[src/rtl/muldiv_arbiter.sv]
// muldiv_arbiter: two-port round-robin front end for the shared multiply/divide
// unit. It grants one requester, launches the unit, waits for a qualified valid
// (or the watchdog), and returns the result over a 4-phase req/done handshake.
module muldiv_arbiter #(
    parameter int TIMEOUT = 255
) (
    input  logic        clock,
    input  logic        reset,
    input  logic        req0,
    input  logic        req1,
    input  logic        op0,
    input  logic        op1,
    input  logic [31:0] a0,
    input  logic [31:0] a1,
    input  logic [63:0] b0,
    input  logic [63:0] b1,
    output logic        done0,
    output logic        done1,
    output logic [63:0] res0,
    output logic [63:0] res1,
    output logic        err0,
    output logic        err1,
    output logic [31:0] u_opera1,
    output logic [63:0] u_opera2,
    output logic        u_muordi,
    output logic        u_start,
    output logic        u_reset,
    input  logic [63:0] u_result,
    input  logic        u_valid,
    output logic        busy,
    output logic        grant
);

    typedef enum logic [2:0] {S_IDLE, S_LAUNCH, S_WAIT, S_DONE, S_FLUSH} state_t;

    localparam logic [7:0] TO = 8'(TIMEOUT);

    state_t      state, state_n;
    logic [7:0]  timer, timer_n;
    logic        last, last_n;
    logic        fcnt, fcnt_n;   // set after the first FLUSH cycle
    logic        drop, drop_n;   // owner released req before completion
    logic        grant_n, busy_n, done0_n, done1_n, err0_n, err1_n;
    logic [63:0] res0_n, res1_n, opera2_n;
    logic [31:0] opera1_n;
    logic        muordi_n, start_n, ureset_n;
    logic        pick, req_g, drop_hit;

    // tie goes to the requester that was not served last
    assign pick  = (req0 & req1) ? ~last : req1;
    assign req_g = grant ? req1 : req0;

    // next-state and next-output computation
    always_comb begin
        state_n  = state;
        timer_n  = timer;
        last_n   = last;
        fcnt_n   = fcnt;
        drop_n   = drop;
        grant_n  = grant;
        done0_n  = done0;
        done1_n  = done1;
        err0_n   = err0;
        err1_n   = err1;
        res0_n   = res0;
        res1_n   = res1;
        opera1_n = u_opera1;
        opera2_n = u_opera2;
        muordi_n = u_muordi;
        start_n  = 1'b0;
        ureset_n = u_reset;
        drop_hit = drop | ~req_g;
        case (state)
            S_IDLE: begin
                ureset_n = 1'b0;
                if (req0 | req1) begin
                    grant_n  = pick;
                    opera1_n = pick ? a1 : a0;
                    opera2_n = pick ? b1 : b0;
                    muordi_n = pick ? op1 : op0;
                    start_n  = 1'b1;
                    state_n  = S_LAUNCH;
                end
            end
            S_LAUNCH: begin
                timer_n = 8'd0;
                drop_n  = 1'b0;
                state_n = S_WAIT;
            end
            S_WAIT: begin
                drop_n = drop_hit;
                // the unit's valid from the previous op lingers for two edges
                if (timer >= 8'd2 && u_valid) begin
                    last_n  = grant;
                    state_n = S_IDLE;
                    if (!drop_hit) begin
                        state_n = S_DONE;
                        if (grant) begin
                            res1_n = u_result; done1_n = 1'b1; err1_n = 1'b0;
                        end else begin
                            res0_n = u_result; done0_n = 1'b1; err0_n = 1'b0;
                        end
                    end
                end else if (timer == TO) begin
                    last_n   = grant;
                    ureset_n = 1'b1;
                    fcnt_n   = 1'b0;
                    state_n  = S_FLUSH;
                    if (!drop_hit) begin
                        if (grant) begin
                            res1_n = '0; done1_n = 1'b1; err1_n = 1'b1;
                        end else begin
                            res0_n = '0; done0_n = 1'b1; err0_n = 1'b1;
                        end
                    end
                end else begin
                    timer_n = timer + 8'd1;
                end
            end
            S_DONE: begin
                if (!req_g) begin
                    done0_n = 1'b0; done1_n = 1'b0;
                    err0_n  = 1'b0; err1_n  = 1'b0;
                    state_n = S_IDLE;
                end
            end
            S_FLUSH: begin
                if (!fcnt) begin
                    fcnt_n = 1'b1;
                end else begin
                    ureset_n = 1'b0;
                    if (!req_g) begin
                        done0_n = 1'b0; done1_n = 1'b0;
                        err0_n  = 1'b0; err1_n  = 1'b0;
                        state_n = S_IDLE;
                    end
                end
            end
            default: state_n = S_IDLE;
        endcase
        busy_n = (state_n != S_IDLE);
    end

    // state and registered outputs, synchronous active-low reset
    always_ff @(posedge clock) begin
        if (!reset) begin
            state    <= S_IDLE;
            timer    <= 8'd0;
            last     <= 1'b1;
            fcnt     <= 1'b0;
            drop     <= 1'b0;
            grant    <= 1'b0;
            busy     <= 1'b0;
            done0    <= 1'b0;
            done1    <= 1'b0;
            err0     <= 1'b0;
            err1     <= 1'b0;
            res0     <= '0;
            res1     <= '0;
            u_opera1 <= '0;
            u_opera2 <= '0;
            u_muordi <= 1'b0;
            u_start  <= 1'b0;
            u_reset  <= 1'b1;
        end else begin
            state    <= state_n;
            timer    <= timer_n;
            last     <= last_n;
            fcnt     <= fcnt_n;
            drop     <= drop_n;
            grant    <= grant_n;
            busy     <= busy_n;
            done0    <= done0_n;
            done1    <= done1_n;
            err0     <= err0_n;
            err1     <= err1_n;
            res0     <= res0_n;
            res1     <= res1_n;
            u_opera1 <= opera1_n;
            u_opera2 <= opera2_n;
            u_muordi <= muordi_n;
            u_start  <= start_n;
            u_reset  <= ureset_n;
        end
    end

endmodule

[config.mk]
export PLATFORM = sky130hd
export DESIGN_NAME = muldiv_arbiter
export DESIGN_NICKNAME = d
export VERILOG_FILES = /design/src/rtl/muldiv_arbiter.sv
export SDC_FILE = /design/constraint.sdc
export NUM_CORES = 1
export LEC_CHECK = 0
export BUFFER_PORTS_ARGS = -buffer_cell sky130_fd_sc_hd__buf_2
export CORE_AREA = 5 5 189 191
export CTS_CLUSTER_SIZE = 14
export DETAILED_ROUTE_END_ITERATION = 12
export DIE_AREA = 0 0 194 196
export HOLD_SLACK_MARGIN = 0.1
export SLEW_MARGIN = 20
export SYNTH_ARGS = -nofsm -noshare
export SYNTH_HDL_FRONTEND = slang
export SYNTH_SLANG_ARGS = --single-unit
[constraint.sdc]
create_clock -name clock -period 5.1 [get_ports clock]
set_clock_uncertainty 0.1 [all_clocks]
set_input_delay 1.53 -clock clock [delete_from_list [all_inputs] [get_ports clock]]
set_output_delay 1.53 -clock clock [all_outputs]
set_load 0.02 [all_outputs]
# Word level (Yosys, flattened, before mapping)
# Index checks and enable logic that the tools add are counted.
# totals
output_inout_bits	233
register_bits	247
# classes
muxes	70
n_addsub	1
n_lt_le_gt_ge	1
n_eq_ne	22
bitwise_logic	5
n_reduce_logical	19
# op_table
operator	n
64-bit two-way mux	13
1-bit two-way mux	39
32-bit two-way mux	1
3-bit inequality test (second input constant)	7
2-bit inequality test (second input constant)	10
8-bit two-way mux	2
8-bit one-hot mux with 2 select lines	1
3-bit two-way mux	5
1-bit one-hot mux with 3 select lines	5
3-bit one-hot mux with 5 select lines	1
7-bit AND reduction	2
6-bit AND reduction	2
3-bit AND reduction	3
3-bit nonzero test	3
8-bit by 1-bit adder with 8-bit output (second input constant)	1
8-bit equality test (second input constant)	1
8-bit by 2-bit >= comparator with 1-bit output (second input constant)	1
3-bit by 2-bit equality test with 1-bit output (second input constant)	2
2-bit AND reduction	3
2-bit nonzero test	3
1-bit one-hot mux with 2 select lines	2
4-bit AND reduction	1
3-bit by 1-bit equality test with 1-bit output (second input constant)	1
3-bit equality test (second input constant)	1
6 further kinds	8

# Logic depth before layout (Yosys ltp)
# depth
word_depth	7
ltp_mapped	9
depth_no_buf	7

# Least setup slack after synthesis
# OpenSTA, ideal clock, no wires.
# synth_timing
path_type	input -> register
startpoint	in req0
endpoint	reg u_opera1[0]
cell_stages	6
t_required_ns	4.914
arrival_ns	2.841
slack_ns	2.074
path_buffers	2
cell_sequence	nor2_1 -> nor4_1 -> clkbuf_1 -> clkbuf_1 -> nor2_1 -> a211oi_1
# synth_between
elab_chain_cells	3
elab_cells_between_ends	5
# synth_rtl
item	line	rtl
start: declaration	9	input logic req0,
1-bit AND	50	assign pick = (req0 & req1) ? ~last : req1;
1-bit two-way mux	50	
32-bit two-way mux	78	opera1_n = pick ? a1 : a0;
end signal: assignment	179	u_opera1 <= opera1_n;
end: declaration	23	output logic [31:0] u_opera1,
# Parallel ways exist; a longest one is shown, timed or not.
# A chain may end at the register's enable or synchronous reset.

# Worst setup path in the final report
# layout_timing
startpoint	in req1
endpoint	reg u_opera1[28]
# layout_between
elab_chain_cells	3
elab_cells_between_ends	5
# layout_rtl
item	line	rtl
start: declaration	10	input logic req1,
1-bit AND	50	
1-bit two-way mux	50	
32-bit two-way mux	78	
# Parallel ways exist; a longest one is shown, timed or not.

==> metrics.cfg <==
[cts]
cts_resized = 0
tritoncts = done
numCtsBuffers = 27
clock_path_buffers = 3
cts_setup_buffers = 0
clkTransAtPathRegs_ns = 0.06
hold_buffers = 0
clockRootBuffer = clkbuf_16
clock_latency_ns = 0.52
h-tree-depth = 1
clock-sinks = 247

[yosys]
synthesis.nets = 1276
syn_area_sq_mm = 0.00961
synthTopCellsByArea = dfxtp_1 51%, mux2i_1 10%, a22oi_1 10%, nor2_1 8.7%, a211oi_1 7.6%
yosysMostFrequentCell = dfxtp_1
synth-seq-cells = 247
ys.flop_type = dfxtp_1
synthCells = 1011
ys_types = 47
synth_edf_count = 0
async_reset_ff_share_pct = 0
yosysTopAreaCellShare_pct = 51.5
ys_warn_count = 0
synth_area_leader_cell = dfxtp_1
synth_common_cells = 247 x dfxtp_1, 223 x nor2_1, 128 x a22oi_1
syn_area_per_cell_sq_um = 9.50
yosysSeqAreaShare_pct = 51.5

[layout]
stdcell_count = 1934
nets = 1725
areaGrowthSynthToFinish_pct = 39.1
drive_gt1_share_pct = 38.2
diodes = 0

[worst_setup_path]
endpoint_kind = flop
crit_type = primary input to flop
ff2ff_path_depth = 8
slowest_delay_ns = 0.74
slowest_stage = a21boi_4
cp_cell_sequence = buf_2 > a21boi_4 > buf_12 > mux2i_1 > a211oi_1
cp.arrival_ns = 3.30
r2r-end = res0[14]
worst-path-max-fanout = 55
rrSetupSlack_ns = 2.19
r2r-start = timer[0]
cp-start-kind = primary input
cp.required_ns = 5.42

[grt]
grt_pass1_vias = 8960
grtUsageTotal_pct = 16.3
overflow = 0
grt_pass1_wl_mm = 51.0
antenna_found_initial = 1
grt_max_degree = 196

[timing]
relSlewSlack_pct = 23.3
finalSetupTns_ns = 0
tightestPinTransition_ns = 1.15
setup_violations = 0
maxSlewViolCount = 0
fin_crit_ns = 2.98
post-route-period-util_pct = 58.4
fmax_mhz = 336
finalHoldViolCount = 0
rsz0062_at_grt = false

[flow_run]
maxCapViolCount = 0

[power]
vdd_drop_max_mv = 0.187
p_per_area_mw_per_mm2 = 361
p_leak_uw = 0.00604

[hold_path]
min_path_type = flop to flop
hold_path_startpoint = done0
whs_path_depth = 2
holdPathEnd = done0

[die]
chipWidth_um = 194
initial_core_util_pct = 28.3
core_sq_mm = 0.0339
die-area_sq_mm = 0.0380
core.rowCount = 68
die_y_um = 196
io_pins = 496

[drt]
first_iter_violations = 305
drc_errors = 0
dr.pass1.iters = 5
wl_mm = 33.4
viasPerCell = 4.74
ant_nets = 0
wl_per_cell_um = 17.3
vias = 9163

[place]
port_buffers = 495
place_inst = 1886
hpwlAfterDp_mm = 24.6
gp_congestion = 0.877

[status]
status = finished, final reports clean

==> final cells by class <==
class                   count  area (sq um)
inverters                   7          31.3
multi-input cells         667          4310
flip-flops and latches    247          4940
fillers                  3456         20600
clock inverters            10           118
clock buffers              38           777
well taps                 455           569
repair buffers            510          2620
==> layout by cell type, fill, tap and decap left out, types with 4 or more instances in the layout <==
cell type / synthesis / routed
nand2_1: 19 / 19
nor2_1: 223 / 223
mux2i_1: 98 / 98
a31oi_1: 4 / 4
o21ai_0: 16 / 14
clkbuf_8: 0 / 6
or4_1: 5 / 5
dfxtp_1: 247 / 247
buf_4: 0 / 13
a22oi_1: 128 / 128
clkbuf_1: 52 / 5
a21oi_1: 13 / 13
nor2b_1: 17 / 17
a211oi_1: 97 / 97
inv_1: 6 / 6
nand3_1: 4 / 4
buf_2: 26 / 495
clkbuf_16: 0 / 27
==> cells by family (layout without fill, tap and decap cells) <==
logic type / after synthesis / in the layout / synth area share, %
AOI/OAI and AO/OA: 278 / 278 / 21.1
and+or+nand+nor: 289 / 289 / 12.8
muxes: 98 / 98 / 10.2
DFF: 247 / 247 / 51.5
adders and majority gates: 2 / 2 / 0.260
buffers and inverters: 97 / 565 / 4.21
==> worst max path at each step <==
stage                     startpoint            to  slack, ns
after floorplan                 req0   u_opera1[0]       2.07
after global placement          req1  u_opera1[26]       1.64
after detailed placement        req1  u_opera2[56]       1.58
after CTS                       req1  u_opera1[28]       2.15
after global routing            req1  u_opera1[28]       1.96
final                           req1  u_opera1[28]       2.12
==> critical path, delay by kind of cell <==
kind                   cells  cell delay (ns)
AO/OA/AOI/OAI              2             1.01
buffers and inverters      2             0.54
multiplexers               1             0.13
==> routing by layer <==
layer,part of all wire (%),track usage (%),vias up
met5,0,0,-
met4,2.6,4.92,0
met3,7.7,4.16,46
met2,49,28.2,377
met1,41,20.0,4160
li1,-,-,4580
==> metrics by stage <==
| step | util (%) | hold slack [ns] | instance area [sq um] | setup WS, ns | power (uW) |
|---|---|---|---|---|---|
| after floorplan | - | 0.349 | 9610 | 2.07 | 2590 |
| after global placement | 36.7 | 0.332 | 12500 | 1.64 | 2910 |
| after detailed placement | 36.7 | 0.337 | 12500 | 1.58 | 2920 |
| after CTS | 39.4 | 0.347 | 13400 | 2.15 | 4900 |
| after global routing | 39.4 | 0.363 | 13400 | 1.96 | 5040 |
| final | 39.4 | 0.343 | 13400 | 2.12 | 4820 |
==> registers in the layout, summed over array words and instances, names as in the netlist, 3 cells and up <==
| register | cells |
|---|---|
| res1 | 64 |
| u_opera1 | 32 |
| timer | 8 |
| u_opera2 | 64 |
| state | 3 |
| res0 | 64 |
==> report_power, final <==
| group | switching (uW) | total [uW] | internal (uW) |
|---|---|---|---|
| logic | 476 | 761 | 285 |
| registers | 59.5 | 2100 | 2040 |
| clock network | 793 | 1960 | 1160 |
(Power assumes the default switching activity.)
